File: config.mk
export PLATFORM = sky130hd
export DESIGN_NAME = uart_tx_engine
export DESIGN_NICKNAME = d
export VERILOG_FILES = /design/src/rtl/uart_pkg.sv /design/src/rtl/uart_tx_engine_baud_gen.sv /design/src/rtl/uart_tx_engine.sv
export SDC_FILE = /design/constraint.sdc
export NUM_CORES = 1
export LEC_CHECK = 0
export CORE_AREA = 2 2 91 93
export CTS_BUF_LIST = sky130_fd_sc_hd__clkbuf_2
export DETAILED_ROUTE_END_ITERATION = 8
export DIE_AREA = 0 0 93 95
export PLACE_DENSITY = 0.65
export SLEW_MARGIN = 10
export SYNTH_ARGS = -nofsm -noshare
export SYNTH_HDL_FRONTEND = slang
export SYNTH_SLANG_ARGS = --single-unit
File: constraint.sdc
create_clock -name clk -period 2.7 [get_ports clk]
set_clock_uncertainty 0.05 [all_clocks]
set_input_delay 0.54 -clock clk [delete_from_list [all_inputs] [get_ports clk]]
set_output_delay 0.54 -clock clk [all_outputs]
set_load 0.05 [all_outputs]
File: src/rtl/uart_pkg.sv
// Shared UART definitions: state encoding, prescale floor and legal
// data-width range (also used by the receive engine).
package uart_pkg;

    typedef enum logic [2:0] {
        ST_IDLE   = 3'd0,
        ST_START  = 3'd1,
        ST_DATA   = 3'd2,
        ST_PARITY = 3'd3,
        ST_STOP1  = 3'd4,
        ST_STOP2  = 3'd5,
        ST_BREAK  = 3'd6
    } uart_state_e;

    localparam int MIN_PRESCALE = 2;
    localparam int DATA_W_MIN   = 5;
    localparam int DATA_W_MAX   = 9;

    // True when a data width lies inside the supported frame range.
    function automatic bit data_w_legal(input int w);
        return (w >= DATA_W_MIN) && (w <= DATA_W_MAX);
    endfunction

endpackage

File: src/rtl/uart_tx_engine_baud_gen.sv
// Bit-time generator: loadable down-counter that produces a one-clock
// bit_tick on the last clock of every bit and bit_last one clock earlier.
// The reload value is captured on the frame-start strobe.
module uart_baud_gen
    import uart_pkg::*;
#(
    parameter int PRESCALE_W = 16
) (
    input  logic                  clk,
    input  logic                  rst,
    input  logic                  load,
    input  logic                  en,
    input  logic [PRESCALE_W-1:0] period_m1,
    output logic                  bit_tick,
    output logic                  bit_last
);

    logic [PRESCALE_W-1:0] cnt_q, cnt_d;
    logic [PRESCALE_W-1:0] reload_q, reload_d;

    // Restart on the frame strobe, otherwise count down and reload at zero.
    always_comb begin
        cnt_d    = cnt_q;
        reload_d = reload_q;
        if (load) begin
            cnt_d    = period_m1;
            reload_d = period_m1;
        end else if (en) begin
            if (cnt_q == '0) begin
                cnt_d = reload_q;
            end else begin
                cnt_d = cnt_q - PRESCALE_W'(1);
            end
        end
    end

    // Counter registers, cleared asynchronously.
    always_ff @(posedge clk or negedge rst) begin
        if (!rst) begin
            cnt_q    <= '0;
            reload_q <= '0;
        end else begin
            cnt_q    <= cnt_d;
            reload_q <= reload_d;
        end
    end

    assign bit_tick = en && (cnt_q == '0);
    assign bit_last = en && (cnt_q == PRESCALE_W'(1));

endmodule

File: src/rtl/uart_tx_engine.sv
// UART transmit engine: prescaled bit timing, DATA_W-bit LSB-first
// serializer, optional even/odd parity, one or two stop bits.
// Define UART_TX_BREAK_EN to build the line-break generator.
module uart_tx_engine
    import uart_pkg::*;
#(
    parameter int DATA_W     = 8,
    parameter int PRESCALE_W = 16
) (
    input  logic                  clk,
    input  logic                  rst,
    input  logic [PRESCALE_W-1:0] prescale,
    input  logic                  par_en,
    input  logic                  par_odd,
    input  logic                  stop2,
    input  logic [DATA_W-1:0]     data_in,
    input  logic                  data_valid,
    output logic                  data_ready,
    input  logic                  break_req,
    output logic                  tx_out,
    output logic                  busy,
    output logic                  tx_done
);

    localparam int                BCNT_W   = 4;
    localparam logic [BCNT_W-1:0] LAST_BIT = BCNT_W'(DATA_W - 1);
`ifdef UART_TX_BREAK_EN
    localparam logic [BCNT_W-1:0] BRK_BITS = BCNT_W'(DATA_W + 2);
`endif

    uart_state_e           state_q, state_d;
    logic [BCNT_W-1:0]     bit_cnt_q, bit_cnt_d;
    logic [DATA_W-1:0]     shift_q, shift_d;
    logic                  par_bit_q, par_bit_d;
    logic                  par_en_q, par_en_d;
    logic                  stop2_q, stop2_d;
    logic                  tx_out_q, tx_out_d;
    logic                  busy_q, busy_d;
    logic                  tx_done_q, tx_done_d;

    logic                  frame_start;
    logic                  accept;
    logic                  bit_tick;
    logic                  bit_last;
    logic [PRESCALE_W-1:0] psc_m1;

    // Prescale values below the floor run at the floor rate.
    assign psc_m1 = (prescale < PRESCALE_W'(MIN_PRESCALE)) ?
                    PRESCALE_W'(MIN_PRESCALE - 1) : (prescale - PRESCALE_W'(1));

    assign data_ready = (state_q == ST_IDLE);

`ifdef UART_TX_BREAK_EN
    assign accept = data_valid && data_ready && !break_req;
`else
    logic unused_break_req;
    assign unused_break_req = break_req;
    assign accept = data_valid && data_ready;
`endif

    uart_baud_gen #(
        .PRESCALE_W (PRESCALE_W)
    ) u_baud (
        .clk       (clk),
        .rst       (rst),
        .load      (frame_start),
        .en        (busy_q),
        .period_m1 (psc_m1),
        .bit_tick  (bit_tick),
        .bit_last  (bit_last)
    );

    // Frame sequencing, payload capture and registered output decode.
    always_comb begin
        state_d     = state_q;
        bit_cnt_d   = bit_cnt_q;
        shift_d     = shift_q;
        par_bit_d   = par_bit_q;
        par_en_d    = par_en_q;
        stop2_d     = stop2_q;
        tx_done_d   = 1'b0;
        frame_start = 1'b0;

        case (state_q)
            ST_IDLE: begin
`ifdef UART_TX_BREAK_EN
                if (break_req) begin
                    state_d     = ST_BREAK;
                    bit_cnt_d   = '0;
                    frame_start = 1'b1;
                end
`endif
                if (accept) begin
                    state_d     = ST_START;
                    shift_d     = data_in;
                    par_bit_d   = (^data_in) ^ par_odd;
                    par_en_d    = par_en;
                    stop2_d     = stop2;
                    bit_cnt_d   = '0;
                    frame_start = 1'b1;
                end
            end
            ST_START: begin
                if (bit_tick) state_d = ST_DATA;
            end
            ST_DATA: begin
                if (bit_tick) begin
                    shift_d = shift_q >> 1;
                    if (bit_cnt_q == LAST_BIT) begin
                        bit_cnt_d = '0;
                        state_d   = par_en_q ? ST_PARITY : ST_STOP1;
                    end else begin
                        bit_cnt_d = bit_cnt_q + BCNT_W'(1);
                    end
                end
            end
            ST_PARITY: begin
                if (bit_tick) state_d = ST_STOP1;
            end
            ST_STOP1: begin
                if (!stop2_q && bit_last) tx_done_d = 1'b1;
                if (bit_tick) state_d = stop2_q ? ST_STOP2 : ST_IDLE;
            end
            ST_STOP2: begin
                if (bit_last) tx_done_d = 1'b1;
                if (bit_tick) state_d = ST_IDLE;
            end
`ifdef UART_TX_BREAK_EN
            ST_BREAK: begin
                if (bit_tick && (bit_cnt_q != BRK_BITS)) begin
                    bit_cnt_d = bit_cnt_q + BCNT_W'(1);
                end
                if (!break_req && ((bit_cnt_q == BRK_BITS) ||
                                   (bit_tick && (bit_cnt_q == BRK_BITS - BCNT_W'(1))))) begin
                    state_d   = ST_IDLE;
                    bit_cnt_d = '0;
                end
            end
`endif
            default: state_d = ST_IDLE;
        endcase

        case (state_d)
            ST_START:  tx_out_d = 1'b0;
            ST_BREAK:  tx_out_d = 1'b0;
            ST_DATA:   tx_out_d = shift_d[0];
            ST_PARITY: tx_out_d = par_bit_q;
            default:   tx_out_d = 1'b1;
        endcase
        busy_d = (state_d != ST_IDLE);
    end

    // Control and output registers, cleared asynchronously.
    always_ff @(posedge clk or negedge rst) begin
        if (!rst) begin
            state_q   <= ST_IDLE;
            bit_cnt_q <= '0;
            par_en_q  <= 1'b0;
            stop2_q   <= 1'b0;
            tx_out_q  <= 1'b1;
            busy_q    <= 1'b0;
            tx_done_q <= 1'b0;
        end else begin
            state_q   <= state_d;
            bit_cnt_q <= bit_cnt_d;
            par_en_q  <= par_en_d;
            stop2_q   <= stop2_d;
            tx_out_q  <= tx_out_d;
            busy_q    <= busy_d;
            tx_done_q <= tx_done_d;
        end
    end

    // Payload shift register and parity bit; only meaningful inside a frame.
    always_ff @(posedge clk) begin
        shift_q   <= shift_d;
        par_bit_q <= par_bit_d;
    end

    assign tx_out  = tx_out_q;
    assign busy    = busy_q;
    assign tx_done = tx_done_q;

endmodule

* Word-level counts from Yosys, hierarchy flattened *
Cells that the tools add are included.

storage, ports and cells
  logic and storage cells = 71
  flip-flop bits (word level) = 53

cells by class
  equal/unequal tests = 13
  add/sub/neg operators = 3
  reduce and logical (&&, ||, !) cells = 14
  bitwise gates (word level) = 1
  muxes and demuxes = 27
  $lt $le $gt $ge = 1

operators with widths
  cell                                                                   count
  16-bit 2-to-1 mux                                                      4
  16-bit by 1-bit subtractor with 16-bit output, second input constant   2
  3-bit 2-to-1 mux                                                       9
  3-bit case mux with 6 select lines                                     1
  16-bit by 1-bit == test with 1-bit output, second input constant       1
  16-bit logical NOT                                                     1
  16-bit by 2-bit < comparator with 1-bit output, second input constant  1
  8-bit 2-to-1 mux                                                       2
  8-bit case mux with 2 select lines                                     1
  3-bit by 2-bit == test with 1-bit output, second input constant        4
  4-bit 2-to-1 mux                                                       3
  3-bit == test, second input constant                                   3
  4-bit case mux with 2 select lines                                     1
  8-bit XOR reduction                                                    1
  3-bit by 1-bit == test with 1-bit output, second input constant        2
  4-bit by 1-bit adder with 4-bit output, second input constant          1
  4-bit by 3-bit == test with 1-bit output, second input constant        1
  1-bit logical AND                                                      4
  1-bit 2-to-1 mux                                                       4
  2-bit nonzero test                                                     2
  3-bit logical NOT                                                      1
  1-bit case mux with 3 select lines                                     1
  3-bit AND reduction                                                    1
  3-bit nonzero test                                                     1
  7 further kinds                                                        7

* Longest topological paths before layout *
Gate-level depths: netlist of run 1.

  depth in word-level cells = 7
  mapped depth = 8

* Modules after synthesis *
From an unflattened synthesis of run 1, not the netlist that was laid out.

second synthesis, totals
  cells, all modules = 323
  area, all modules = 3265.6 um^2

modules (own cells, without submodules)
  module          instances  cells each  area an instance (um^2)
  uart_baud_gen   1          174         1803.0
  uart_tx_engine  1          149         1462.7

* Least setup slack after synthesis of run 1 *
Ideal clock, no wire load.

  kind = register -> output
  start = register state_q[1]
  end = output port data_ready
  path slack = 0.588 ns
  arrival = 1.522 ns
  stages on the path, launching flop included = 2
  required time = 2.110 ns
  cells stage by stage = dfrtp_1 nor3_1

on the way
  longest elaborated chain between the ends = 1

RTL lines
  item                      RTL line               source
  start: declaration        uart_tx_engine.sv:31   uart_state_e state_q, state_d;
  start signal: assignment  uart_tx_engine.sv:164  state_q <= state_d;
  3-bit logical NOT         uart_tx_engine.sv:51   assign data_ready = (state_q == ST_IDLE);
  end: declaration          uart_tx_engine.sv:18   output logic data_ready,

Every way passes these cells.

* Worst setup path in the final report of run 1 *
  start = register tx_out_q (netlist: tx_out)
  end = output port tx_out

RTL lines
  item                      RTL line               source
  start: declaration        uart_tx_engine.sv:37   logic tx_out_q, tx_out_d;
  start signal: assignment  uart_tx_engine.sv:168  tx_out_q <= tx_out_d;
  end: declaration          uart_tx_engine.sv:20   output logic tx_out,

No word-level cell between the ends.

==> impl_metrics.csv, run 1 <==
group,metric,value,unit
logic_synthesis,synth.distinct_cells,62,
worst_setup_path,worstPathRequired,2.11,ns
clock_tree,cts.clk_slew.worst_paths,0.27,ns
floorplan,core,7928,um^2
place,place_area,3612,um^2
global_routing,grt_overflow_total,0,
finish,final_area,3694,um^2
finish,final_util,46.59,%
sta,hold_viol_final,0,
sta,period_minus_slack,2.406,ns
routing,vias,2529,
power,clkPwrFrac,20.4,%
clock_tree,cts_root_buffer,"clkbuf_2",
clock_tree,cts_tree,"yes",
worst_setup_path,crit_chain,"clkdlybuf4s50_1",
logic_synthesis,syn_nets,360,
logic_synthesis,synthCells,324,
floorplan,die_w,93,um
sta,report.final.slew_viol_count,0,
finish,syn_to_final_growth,19.81,%
global_routing,first_global_vias,2503,
place,dpl.hpwl,5.286,mm
logic_synthesis,synth.most_common_cell,"dfrtp_1",
sta,fmax,415.6,MHz
routing,drc_errors,0,
routing,wire_per_inst,14.71,um
worst_setup_path,path_class,"flip-flop to output pin",
routing,drt_pass1_iterations,5,
logic_synthesis,synth_top_flop_cell,"dfrtp_1",
worst_setup_path,crit_family,"buffers and inverters",
finish,final_cells,477,
logic_synthesis,ys_ff_latch,53,
worst_setup_path,cpPeakStageDelay,0.79,ns
place,post-place-ws,0.03923,ns
logic_synthesis,synth_area_leaders,"dfrtp_1 35%, edfxtp_1 7.8%, xnor2_1 5.4%, nand2_1 5.1%, nor2_1 3.3%",
global_routing,grt_use_total,17.01,%
power,power.leakage,1.596,nW
logic_synthesis,async_reset_ff_share,83.02,%
global_routing,grt_max_degree,29,
logic_synthesis,netlist_area,3083,um^2
worst_setup_path,crit_fanout,1,
floorplan,dieArea,8835,um^2
worst_setup_path,crit_buf_inv,1,
place,dp.cells,468,
outcome,status,"finished, final reports clean",
logic_synthesis,yosysTopAreaCellShare,34.90,%
sta,worst_slack,0.2938,ns
floorplan,start_util,38.89,%
power,combPwrFrac,26.0,%
power,ir_drop,0.3053,mV
power,seqPwrFrac,53.6,%
floorplan,die_h,95,um
routing,wirelength,7.015,mm
logic_synthesis,yosysSeqAreaShare,44.20,%
power,powerDensity,552.5,nW/um^2
worst_setup_path,cp.depth,1,
sta,slew_headroom,66.36,%
power,switching_share,32.74,%
logic_synthesis,synth_top_area_cell,"dfrtp_1",
floorplan,placementRows,33,
clock_tree,clock_path_buffers,2,
floorplan,ios,35,
place,port_buffers,33,
sta,grt_setup_unrepaired,"false",
run,drv_cap,0,
finish,n_fill_cell,754,
logic_synthesis,ys_warn_count,0,
worst_setup_path,worst-r2r-cell-count,6,
routing,ant_nets,0,
sta,fin_crit_sh,89.12,%
global_routing,grt_pass1_wl,11.89,mm
worst_setup_path,slowest_stage,"clkdlybuf4s50_1",
worst_setup_path,worst_ep_arrival_time,1.82,ns
place,gp_congestion,0.8404,
logic_synthesis,avgSynthCellArea,9.515,um^2
finish,layout-drive-gt1-share,11.56,%
clock_tree,htree_num_levels,2,
clock_tree,cts_buffers,5,
clock_tree,clk-insertion-delay-late,0.45,ns
global_routing,antenna_found_initial,0,
clock_tree,clock-sinks,53,
power,internal-power,1.372,mW
sta,setup_tns,0,ns
logic_synthesis,synth_commonest_cells,"43 x dfrtp_1, 42 x nand2_1, 27 x nor2_1",
finish,antennaDiodeCount,0,
finish,num-nets-final,407,
power,p_switching,668.1,uW
routing,vias_per_cell,5.302,
sta,report.final.setup_viol,0,
logic_synthesis,synth-edff-count,8,
routing,drtIter0Drc,171,
worst_setup_path,end_kind,"output pin",
min_path,hold_class,"primary input to async pin",
worst_setup_path,worstSetupStartpointType,"flip-flop",
sta,worst_pin_slew,0.5038,ns
## power groups by stage
stage          Clock, mW  Sequential (mW)  Combinational (mW)
2_1_floorplan          0             1.07               0.382
3_3_place_gp           0             1.10               0.509
3_5_place_dp           0             1.11               0.525
4_1_cts            0.427             1.09               0.531
5_1_grt            0.455             1.12               0.596
6_report           0.416             1.09               0.530
## cells by family after synthesis
family,share of synthesized area [%]
AND/OR/NAND/NOR,22.85
AO/OA/AOI/OAI,18.63
flip-flops,44.20
XOR/XNOR,7.955
buffers and inverters,3.369
adder cells (fa/ha/maj),2.029
multiplexers,0.9741
## path summary, 6_finish.rpt
check                      slack (ns)                  end             from
max                              0.29               tx_out           tx_out
min                              0.43  u_baud.reload_q[13]              rst
max reg2reg                      0.40     u_baud.cnt_q[12]  u_baud.cnt_q[3]
min reg2reg                      0.46           shift_q[0]       shift_q[0]
max in group asynchronous        1.47      u_baud.cnt_q[5]              rst
min in group clk                 0.46           shift_q[0]       shift_q[0]
## registers in the layout, summed over array words and instances (netlist names)
signal and cells:
par_en_q 1, tx_done 1, busy 1, state_q 3, par_bit_q 1, u_baud.cnt_q 16
stop2_q 1, bit_cnt_q 4, u_baud.reload_q 16, tx_out 1, shift_q 8
## cell usage in the layout, fill, tap and decap left out, drive strengths merged, types with 5 or more instances in the layout
master / instances
nand2b: 5
o21ai: 19
buf: 19
o22a: 5
a22o: 7
nand2: 42
a31oi: 6
nor2: 28
nand3: 9
clkbuf: 5
dfrtp: 43
nor4: 7
o22ai: 6
a21o: 9
ha: 5
a21oi: 5
nor2b: 6
edfxtp: 8
nor3: 11
xnor2: 19
clkdlybuf4s50: 31
or3: 5
a211oi: 5
inv: 12
xor2: 9
## timing repair
item / in CTS / in global routing
setup endpoints to repair: 0 / 1
buffers inserted: 0 / 0
gates resized for setup: 0 / 1
hold endpoints to repair: 15 / 0
hold buffers: 1 / 0
## cell type report
type / instances / area [um^2] / area share (%)
repair buffers: 52 / 473.0 / 12.80
multi-input cells: 248 / 1617 / 43.77
inverters: 11 / 41.29 / 1.118
clock buffers: 5 / 25.02 / 0.6775
well taps: 105 / 131.4 / 3.557
clock inverters: 3 / 43.79 / 1.186
flip-flops and latches: 53 / 1363 / 36.89
## metrics by stage
stage / power, mW / hold slack, ns
after floorplan: 1.448 / 0.1944
after global placement: 1.612 / 0.3996
after detailed placement: 1.633 / 0.4066
after CTS: 2.050 / 0.4210
after global routing: 2.170 / 0.4586
final: 2.041 / 0.4265
## metal layers
metal | track usage (%) | vias to the layer above | share of wire [%]
met5 | 0 | - | 0
met4 | 5.147 | 0 | 0.98
met2 | 28.20 | 55 | 48
li1 | - | 1261 | -
met1 | 23.53 | 1206 | 47
met3 | 1.915 | 7 | 3.9
## worst reg2reg max path, cell delays in order (launching register included)
cell     delay (ns)
dfrtp_1        0.51
nor4_4         0.48
and4_4         0.33
nand3_2        0.22
or3_1          0.38
o211a_1        0.13
o22a_1         0.15
No activity file was read; power rests on OpenSTA's default activity.
==> run 2: changes to the inputs <==
SLEW_MARGIN = not set   (was 10)
==> results of run 2 <==
Final layout, timing and power as in run 1 (identical DEF).
